File: src/rtl/fma16_dot_if.sv
// ============================================================================
// Module : fma16_dot_if
// Brief  : Job, element, fma16-datapath and result signals of fma16_dot.
//          FMA16_DOT_ABORT_EN adds the abort input.
// Rev    : 1.0 - initial release
// ============================================================================
`default_nettype none

interface fma16_dot_if;
  logic        start;
  logic [3:0]  len;
  logic [1:0]  roundmode;
  logic        elem_valid;
  logic        elem_ready;
  logic [15:0] ex;
  logic [15:0] ey;
  logic [15:0] fma_x;
  logic [15:0] fma_y;
  logic [15:0] fma_z;
  logic        fma_mul;
  logic        fma_add;
  logic        fma_negp;
  logic        fma_negz;
  logic [1:0]  fma_roundmode;
  logic [15:0] fma_result;
  logic [3:0]  fma_flags;
  logic        res_valid;
  logic        res_ready;
  logic [15:0] acc;
  logic [3:0]  acc_flags;
  logic        busy;
`ifdef FMA16_DOT_ABORT_EN
  logic        abort;

  modport slave (
    input  start, len, roundmode, elem_valid, ex, ey, fma_result, fma_flags,
           res_ready, abort,
    output elem_ready, fma_x, fma_y, fma_z, fma_mul, fma_add, fma_negp,
           fma_negz, fma_roundmode, res_valid, acc, acc_flags, busy
  );

  modport master (
    output start, len, roundmode, elem_valid, ex, ey, fma_result, fma_flags,
           res_ready, abort,
    input  elem_ready, fma_x, fma_y, fma_z, fma_mul, fma_add, fma_negp,
           fma_negz, fma_roundmode, res_valid, acc, acc_flags, busy
  );
`else
  modport slave (
    input  start, len, roundmode, elem_valid, ex, ey, fma_result, fma_flags,
           res_ready,
    output elem_ready, fma_x, fma_y, fma_z, fma_mul, fma_add, fma_negp,
           fma_negz, fma_roundmode, res_valid, acc, acc_flags, busy
  );

  modport master (
    output start, len, roundmode, elem_valid, ex, ey, fma_result, fma_flags,
           res_ready,
    input  elem_ready, fma_x, fma_y, fma_z, fma_mul, fma_add, fma_negp,
           fma_negz, fma_roundmode, res_valid, acc, acc_flags, busy
  );
`endif

endinterface

`default_nettype wire

File: src/rtl/fma16_dot.sv
// ============================================================================
// Module : fma16_dot
// Brief  : FP16 dot-product sequencer around an external combinational fma16.
//          FMA16_DOT_ABORT_EN adds an abort input that cancels a running job.
// Rev    : 1.0 - initial release
// ============================================================================
`default_nettype none

module fma16_dot (
  input  logic       clk,
  input  logic       reset_n,
  fma16_dot_if.slave dot_if
);

  typedef enum logic [1:0] {
    ST_IDLE = 2'd0,
    ST_RUN  = 2'd1,
    ST_DONE = 2'd2
  } state_t;

  localparam logic [15:0] c_FP16_ZERO = 16'h0000;

  state_t      state_q, state_d;
  logic [15:0] acc_q,   acc_d;
  logic [3:0]  flags_q, flags_d;
  logic [3:0]  count_q, count_d;
  logic [1:0]  rm_q,    rm_d;
  logic        w_accept;
  logic        w_abort;

`ifdef FMA16_DOT_ABORT_EN
  assign w_abort = dot_if.abort && (state_q != ST_IDLE);
`else
  assign w_abort = 1'b0;
`endif

  assign w_accept = (state_q == ST_RUN) && dot_if.elem_valid;

  always_ff @(posedge clk) begin
    if (!reset_n) begin
      state_q <= ST_IDLE;
      acc_q   <= c_FP16_ZERO;
      flags_q <= 4'd0;
      count_q <= 4'd0;
      rm_q    <= 2'd0;
    end else begin
      state_q <= state_d;
      acc_q   <= acc_d;
      flags_q <= flags_d;
      count_q <= count_d;
      rm_q    <= rm_d;
    end
  end

  always_comb begin
    state_d = state_q;
    acc_d   = acc_q;
    flags_d = flags_q;
    count_d = count_q;
    rm_d    = rm_q;

    unique case (state_q)
      ST_IDLE: begin
        if (dot_if.start) begin
          acc_d   = c_FP16_ZERO;
          flags_d = 4'd0;
          count_d = dot_if.len;
          rm_d    = dot_if.roundmode;
          state_d = (dot_if.len == 4'd0) ? ST_DONE : ST_RUN;
        end
      end
      ST_RUN: begin
        if (w_accept) begin
          acc_d   = dot_if.fma_result;
          flags_d = flags_q | dot_if.fma_flags;
          count_d = count_q - 4'd1;
          if (count_q == 4'd1) begin
            state_d = ST_DONE;
          end
        end
      end
      ST_DONE: begin
        if (dot_if.res_ready) begin
          state_d = ST_IDLE;
        end
      end
      default: begin
        state_d = ST_IDLE;
      end
    endcase

    // Abort outranks any accept or hand-off decided above.
    if (w_abort) begin
      state_d = ST_IDLE;
      acc_d   = c_FP16_ZERO;
      flags_d = 4'd0;
      count_d = 4'd0;
    end
  end

  assign dot_if.elem_ready    = (state_q == ST_RUN);
  assign dot_if.res_valid     = (state_q == ST_DONE);
  assign dot_if.busy          = (state_q != ST_IDLE);
  assign dot_if.acc           = acc_q;
  assign dot_if.acc_flags     = flags_q;
  assign dot_if.fma_x         = dot_if.ex;
  assign dot_if.fma_y         = dot_if.ey;
  assign dot_if.fma_z         = acc_q;
  assign dot_if.fma_mul       = 1'b1;
  assign dot_if.fma_add       = 1'b1;
  assign dot_if.fma_negp      = 1'b0;
  assign dot_if.fma_negz      = 1'b0;
  assign dot_if.fma_roundmode = rm_q;

endmodule

`default_nettype wire

File: src/flat_wrapper.sv
// flat-port wrapper written by rule: the top's interface ports become plain ports
module fma16_dot_flat 
  (clk, reset_n, dot_if_start, dot_if_len, dot_if_roundmode, dot_if_elem_valid, dot_if_ex, dot_if_ey, dot_if_fma_result, dot_if_fma_flags, dot_if_res_ready, dot_if_elem_ready, dot_if_fma_x, dot_if_fma_y, dot_if_fma_z, dot_if_fma_mul, dot_if_fma_add, dot_if_fma_negp, dot_if_fma_negz, dot_if_fma_roundmode, dot_if_res_valid, dot_if_acc, dot_if_acc_flags, dot_if_busy);
  fma16_dot_if dot_if_i ();
  input  logic clk;
  input  logic reset_n;
  input wire logic [$bits(dot_if_i.start)-1:0] dot_if_start;
  input wire logic [$bits(dot_if_i.len)-1:0] dot_if_len;
  input wire logic [$bits(dot_if_i.roundmode)-1:0] dot_if_roundmode;
  input wire logic [$bits(dot_if_i.elem_valid)-1:0] dot_if_elem_valid;
  input wire logic [$bits(dot_if_i.ex)-1:0] dot_if_ex;
  input wire logic [$bits(dot_if_i.ey)-1:0] dot_if_ey;
  input wire logic [$bits(dot_if_i.fma_result)-1:0] dot_if_fma_result;
  input wire logic [$bits(dot_if_i.fma_flags)-1:0] dot_if_fma_flags;
  input wire logic [$bits(dot_if_i.res_ready)-1:0] dot_if_res_ready;
  output wire logic [$bits(dot_if_i.elem_ready)-1:0] dot_if_elem_ready;
  output wire logic [$bits(dot_if_i.fma_x)-1:0] dot_if_fma_x;
  output wire logic [$bits(dot_if_i.fma_y)-1:0] dot_if_fma_y;
  output wire logic [$bits(dot_if_i.fma_z)-1:0] dot_if_fma_z;
  output wire logic [$bits(dot_if_i.fma_mul)-1:0] dot_if_fma_mul;
  output wire logic [$bits(dot_if_i.fma_add)-1:0] dot_if_fma_add;
  output wire logic [$bits(dot_if_i.fma_negp)-1:0] dot_if_fma_negp;
  output wire logic [$bits(dot_if_i.fma_negz)-1:0] dot_if_fma_negz;
  output wire logic [$bits(dot_if_i.fma_roundmode)-1:0] dot_if_fma_roundmode;
  output wire logic [$bits(dot_if_i.res_valid)-1:0] dot_if_res_valid;
  output wire logic [$bits(dot_if_i.acc)-1:0] dot_if_acc;
  output wire logic [$bits(dot_if_i.acc_flags)-1:0] dot_if_acc_flags;
  output wire logic [$bits(dot_if_i.busy)-1:0] dot_if_busy;
  assign dot_if_i.start = dot_if_start;
  assign dot_if_i.len = dot_if_len;
  assign dot_if_i.roundmode = dot_if_roundmode;
  assign dot_if_i.elem_valid = dot_if_elem_valid;
  assign dot_if_i.ex = dot_if_ex;
  assign dot_if_i.ey = dot_if_ey;
  assign dot_if_i.fma_result = dot_if_fma_result;
  assign dot_if_i.fma_flags = dot_if_fma_flags;
  assign dot_if_i.res_ready = dot_if_res_ready;
  assign dot_if_elem_ready = dot_if_i.elem_ready;
  assign dot_if_fma_x = dot_if_i.fma_x;
  assign dot_if_fma_y = dot_if_i.fma_y;
  assign dot_if_fma_z = dot_if_i.fma_z;
  assign dot_if_fma_mul = dot_if_i.fma_mul;
  assign dot_if_fma_add = dot_if_i.fma_add;
  assign dot_if_fma_negp = dot_if_i.fma_negp;
  assign dot_if_fma_negz = dot_if_i.fma_negz;
  assign dot_if_fma_roundmode = dot_if_i.fma_roundmode;
  assign dot_if_res_valid = dot_if_i.res_valid;
  assign dot_if_acc = dot_if_i.acc;
  assign dot_if_acc_flags = dot_if_i.acc_flags;
  assign dot_if_busy = dot_if_i.busy;
  fma16_dot u_core (.clk(clk), .reset_n(reset_n), .dot_if(dot_if_i));
endmodule
File: config.mk
export PLATFORM = sky130hd
export DESIGN_NAME = fma16_dot_flat
export DESIGN_NICKNAME = d
export VERILOG_FILES = /design/src/rtl/fma16_dot_if.sv /design/src/rtl/fma16_dot.sv /design/src/flat_wrapper.sv
export SDC_FILE = /design/constraint.sdc
export NUM_CORES = 1
export LEC_CHECK = 0
export CORE_MARGIN = 5
export CORE_UTILIZATION = 33
export CTS_BUF_LIST = sky130_fd_sc_hd__clkbuf_4
export DETAILED_ROUTE_END_ITERATION = 7
export PLACE_DENSITY = 0.84
export RECOVER_POWER = 25
export SLEW_MARGIN = 10
export SYNTH_ARGS = -nofsm -noshare
export SYNTH_HDL_FRONTEND = slang
export SYNTH_SLANG_ARGS = --single-unit
export TNS_END_PERCENT = 5
File: constraint.sdc
create_clock -name clk -period 1.5 [get_ports clk]
set_clock_uncertainty 0.15 [all_clocks]
set_input_delay 0.225 -clock clk [delete_from_list [all_inputs] [get_ports clk]]
set_output_delay 0.225 -clock clk [all_outputs]
set_load 0.05 [all_outputs]
Yosys cells after proc, flatten, opt, wreduce, memory -nomap -nowiden
Index checks and enable logic that the tools add are counted.
{"block": "classes", "n_reduce_logical": 8, "n_eq_ne": 7, "add_sub_neg": 1, "bitwise_logic": 1, "muxes": 15}
{"op": "$mux 16", "n": 2}
{"op": "$pmux 16 s2", "n": 1}
{"op": "$mux 4", "n": 4}
{"op": "$pmux 4 s2", "n": 2}
{"op": "$mux 2", "n": 5}
{"op": "$pmux 2 s3", "n": 1}
{"op": "$eq 4x1->1 const B", "n": 1}
{"op": "$logic_not 4->1", "n": 1}
{"op": "$ne 2x1->1 const B", "n": 2}
{"op": "$ne 2x2->1 const B", "n": 2}
{"op": "$or 4x4->4", "n": 1}
{"op": "$reduce_and 4->1", "n": 1}
{"op": "$reduce_bool 2->1", "n": 2}
{"op": "$sub 4x1->4 const B", "n": 1}
{"op": "$reduce_and 3->1", "n": 1}
{"op": "$eq 2x1->1 const B", "n": 1}
{"op": "$eq 2x2->1 const B", "n": 1}
{"op": "$logic_not 2->1", "n": 1}
{"op": "$reduce_and 2->1", "n": 1}
{"op": "$logic_and 1x1->1", "n": 1}
{"block": "word_totals", "input_bits": 63, "ff_bits": 28, "wordCells": 37, "output_inout_bits": 77}

Longest topological paths before layout
{"block": "logic_depth", "depth_word": 4, "depth_mapped": 5}

Worst setup path before layout
OpenSTA, ideal clock, no wires.
{"block": "synth_path", "kind": "reg2out", "start": "register u_core.state_q[1]", "end": "output port dot_if_res_valid", "t_required_ps": 1125, "path_stages_with_launch": 3, "slack_ps": -199, "arrival_time_ps": 1324, "path_cell_list": "dfxtp_1 -> clkinv_1 -> nor2_1"}
{"block": "synth_via", "elab_chain_len": 1}
{"item": "start, declared", "line_no": "fma16_dot.sv:23", "rtl": "state_t state_q, state_d;"}
{"item": "start signal, assigned", "line_no": "fma16_dot.sv:47", "rtl": "state_q <= state_d;"}
{"item": "$eq 2x2->1", "line_no": "fma16_dot.sv:102", "rtl": "assign dot_if.res_valid = (state_q == ST_DONE);"}
{"item": "end, declared", "line_no": "flat_wrapper.sv:25", "rtl": "output wire logic [$bits(dot_if_i.res_valid)-1:0] dot_if_res_valid;"}
Every way passes these cells.

Final worst setup path
{"block": "layout_path", "start": "register u_core.state_q[0]", "end": "output port dot_if_elem_ready"}
{"block": "layout_via", "elab_chain_len": 1}
{"item": "$eq 2x1->1", "line_no": "fma16_dot.sv:101", "rtl": "assign dot_if.elem_ready = (state_q == ST_RUN);"}
{"item": "end, declared", "line_no": "flat_wrapper.sv:16", "rtl": "output wire logic [$bits(dot_if_i.elem_ready)-1:0] dot_if_elem_ready;"}
Every way passes these cells.

==> flow_summary_export.csv <==
group,metric,value,unit
finish,num-nets-final,294,
synthesis,ys_types,39,
worst_setup_path,r2r_end,"u_core.count_q[1]$_SDFFE_PN0P_",
synthesis,syn-cell-area,1610,µm²
hold_path,min_path_type,"input port to register",
place,hpwlAfterDp,3450,µm
place,placed_cells,288,
worst_setup_path,worstPathMaxFanout,4,
clocking,worstSkewPairLatency,0.32,ns
synthesis,yosysWarnings,0,
power,vdd_drop_max,0.000343,V
power,switching_power,0.648,mW
die,core_area,4720,µm²
clocking,tritoncts,"yes",
clocking,clockBufferDepth,2,
die,dieHeight,79.9,µm
synthesis,yosys.area.top_type,"dfxtp_1",
sta,finalCriticalPeriod,1.55,ns
synthesis,yosysSeqAreaShare,0.348,
job,maxCapViolations,0,
worst_setup_path,cp-startpoint,"u_core.state_q[0]$_SDFFE_PN0P_",
sta,drv_slew,0,
sta,setup_slack,-0.0550,ns
worst_setup_path,r2r_slack,0.05,ns
sta,rsz0062_at_grt,"true",
finish,multi_input_area,629,µm²
grt,grt_pass1_vias,1380,
grt,grtUsageMet3,0.0305,
synthesis,synth_seq_cells,28,
power,p_sw_frac,0.339,
die,rows,25,
power,p_total,1.91,mW
finish,seq_area,571,µm²
grt,grt_max_degree,17,
die,die-area,6380,µm²
place,io_buffers,71,
synthesis,synth_top_area_share,0.348,
finish,n_antenna_cell,0,
synthesis,synth_flop_cell,"dfxtp_1",
die,dieWidth,79.9,µm
sta,setup_viol,3,
finish,final_cells,295,
clocking,clock-root-buffer,"clkbuf_4",
grt,antenna_found_initial,0,
synthesis,syn_inst,192,
outcome,status,"complete, but fails checks",
routing,ant_nets,0,
power,p_leak,1.00,nW
synthesis,yosysMostFrequentCell,"buf_4",
routing,drc,0,
grt,grtUsageMet2,0.230,
routing,vias,1389,
sta,hold_viol,0,
routing,vias_per_cell,4.71,
clocking,htreeDepth,1,
clocking,clk_pin_slew,0.15,ns
worst_setup_path,end_kind,"primary output",
die,start_util,0.341,
grt,busiest_layer,"met2",
grt,grt_pass1_wl,6580,µm
place,globalplace.congestion,0.849,
power,p_seq_frac,0.444,
synthesis,async_flop_share,0,
outcome,violations,"negative setup slack",
finish,syn2layout_area_growth,62.5,%
worst_setup_path,r2r_cells,5,
synthesis,yosys-top-cells-area,"dfxtp_1 (35%), buf_4 (25%), a21oi_1 (4.7%), nand2_1 (4.7%), o21ai_1 (2.8%)",
clocking,cts_hold_buf,0,
clocking,cts_sinks,28,
routing,drt_iter0_markers,44,
grt,grt.total_usage,0.129,
finish,fillers,389,
finish,drive_above_1_share,0.360,
sta,fin_crit_sh,1.04,
worst_setup_path,arrival,1.18,ns
worst_setup_path,worstReg2RegStart,"u_core.count_q[1]$_SDFFE_PN0P_",
routing,totalWireLength,4160,µm
synthesis,yosys-top-cells-count,"buf_4 (53), dfxtp_1 (28), nand2_1 (20), a21oi_1 (15), o21ai_1 (9)",
synthesis,synth_edf_count,0,
worst_setup_path,path_class,"register to primary output",
worst_setup_path,crit_required,1.12,ns
worst_setup_path,worstSetupStartpointType,"register",
power,powerDensity,729,nW/µm²
routing,wire_per_inst,14.1,µm
grt,overflow,0,
clocking,cts_buffers,3,
sta,max_freq,0.643,GHz
power,internal_power,1.26,mW
power,p_clk_frac,0.163,
routing,first_pass_iters,4,
grt,use_met1,0.146,
die,io-pin-count,140,
worst_setup_path,endpoint,"dot_if_elem_ready",
power,pwr-share-comb,0.393,
synthesis,syn_area_per_cell,8.39,µm²
-- through the flow --
step	cell area [µm²]	setup slack, ns	util	hold slack (ns)	TNS [ns]
final	2620	-0.0550	0.554	0.280	-0.0852
after global routing	2620	-0.113	0.554	0.275	-0.422
after CTS	2590	-0.0792	0.549	0.274	-0.132
after detailed placement	2510	-0.248	0.531	0.300	-5.49
after global placement	2510	-0.193	0.531	0.300	-3.90
after floorplan	1620	0.0101	-	0.191	0
-- final cells by class --
cell class                 count  share of cell area
clock inverter                 1             0.00143
timing repair buffer          90               0.490
multi-input combinational    101               0.240
tap                           67              0.0320
clock buffer                   3             0.00860
inverter                       5             0.00956
sequential                    28               0.218
-- critical path, cell delays in order, from the launching register on --
cell and delay [ns]:
dfxtp_4 0.39, buf_6 0.12, and2b_2 0.20, buf_8 0.15
-- worst min-delay path by stage --
| stage | end | cells after the start | slack [ns] | startpoint |
|---|---|---|---|---|
| global placement | dot_if_fma_x[10] | 0 | 0.30 | dot_if_ex[10] |
| finish | u_core.dot_if.acc[1]$_SDFFE_PN0P_ | 3 | 0.28 | dot_if_fma_result[1] |
| global route | u_core.dot_if.acc[13]$_SDFFE_PN0P_ | 3 | 0.28 | dot_if_fma_result[13] |
| floorplan | u_core.state_q[1]$_SDFFE_PN0P_ | 2 | 0.19 | reset_n |
| detailed placement | dot_if_fma_x[10] | 0 | 0.30 | dot_if_ex[10] |
| CTS | u_core.dot_if.acc[6]$_SDFFE_PN0P_ | 3 | 0.27 | dot_if_fma_result[6] |
-- routing by layer --
| layer | vias up | share of wire |
|---|---|---|
| li1 | 666 | - |
| met1 | 650 | 0.37 |
| met2 | 63 | 0.52 |
| met3 | 10 | 0.092 |
| met4 | 0 | 0.019 |
| met5 | - | 0 |
-- state kept, by name (all words and copies together) (netlist names) --
name,cells
u_core.dot_if.fma_roundmode,2
u_core.state_q,2
u_core.dot_if.acc_flags,4
u_core.count_q,4
u_core.dot_if.acc,16
-- cells in the final DEF (no fill, tap or decap), drive strengths merged, types with 8 or more instances in the layout --
cell type	Yosys	layout
clkdlybuf4s50	0	30
a21oi	18	18
nor2	8	8
nand2	20	20
dfxtp	28	28
buf	57	60
o21ai	18	18
-- power groups by stage --
stage / Sequential [mW] / Combinational (mW) / Clock (mW)
2_1_floorplan: 0.926 / 0.536 / 0
5_1_grt: 0.853 / 0.795 / 0.357
4_1_cts: 0.846 / 0.743 / 0.326
6_report: 0.847 / 0.750 / 0.311
3_5_place_dp: 0.864 / 0.715 / 0
3_3_place_gp: 0.861 / 0.706 / 0
-- logic make-up after synthesis --
kind of cell | Yosys count | synth area share
buffers and inverters | 65 | 0.282
other | 2 | 0.00466
multiplexers | 5 | 0.0342
adder cells (fa/ha/maj) | 2 | 0.0155
AO/OA/AOI/OAI | 50 | 0.194
flip-flops | 28 | 0.348
AND/OR/NAND/NOR | 40 | 0.121
-- repair_timing --
action	4_1_cts	5_1_grt
endpoints found under the setup margin	10	23
setup buffers	3	0
gates resized for setup	14	6
pin swaps	0	1
Power figures use the tool's default switching activity.
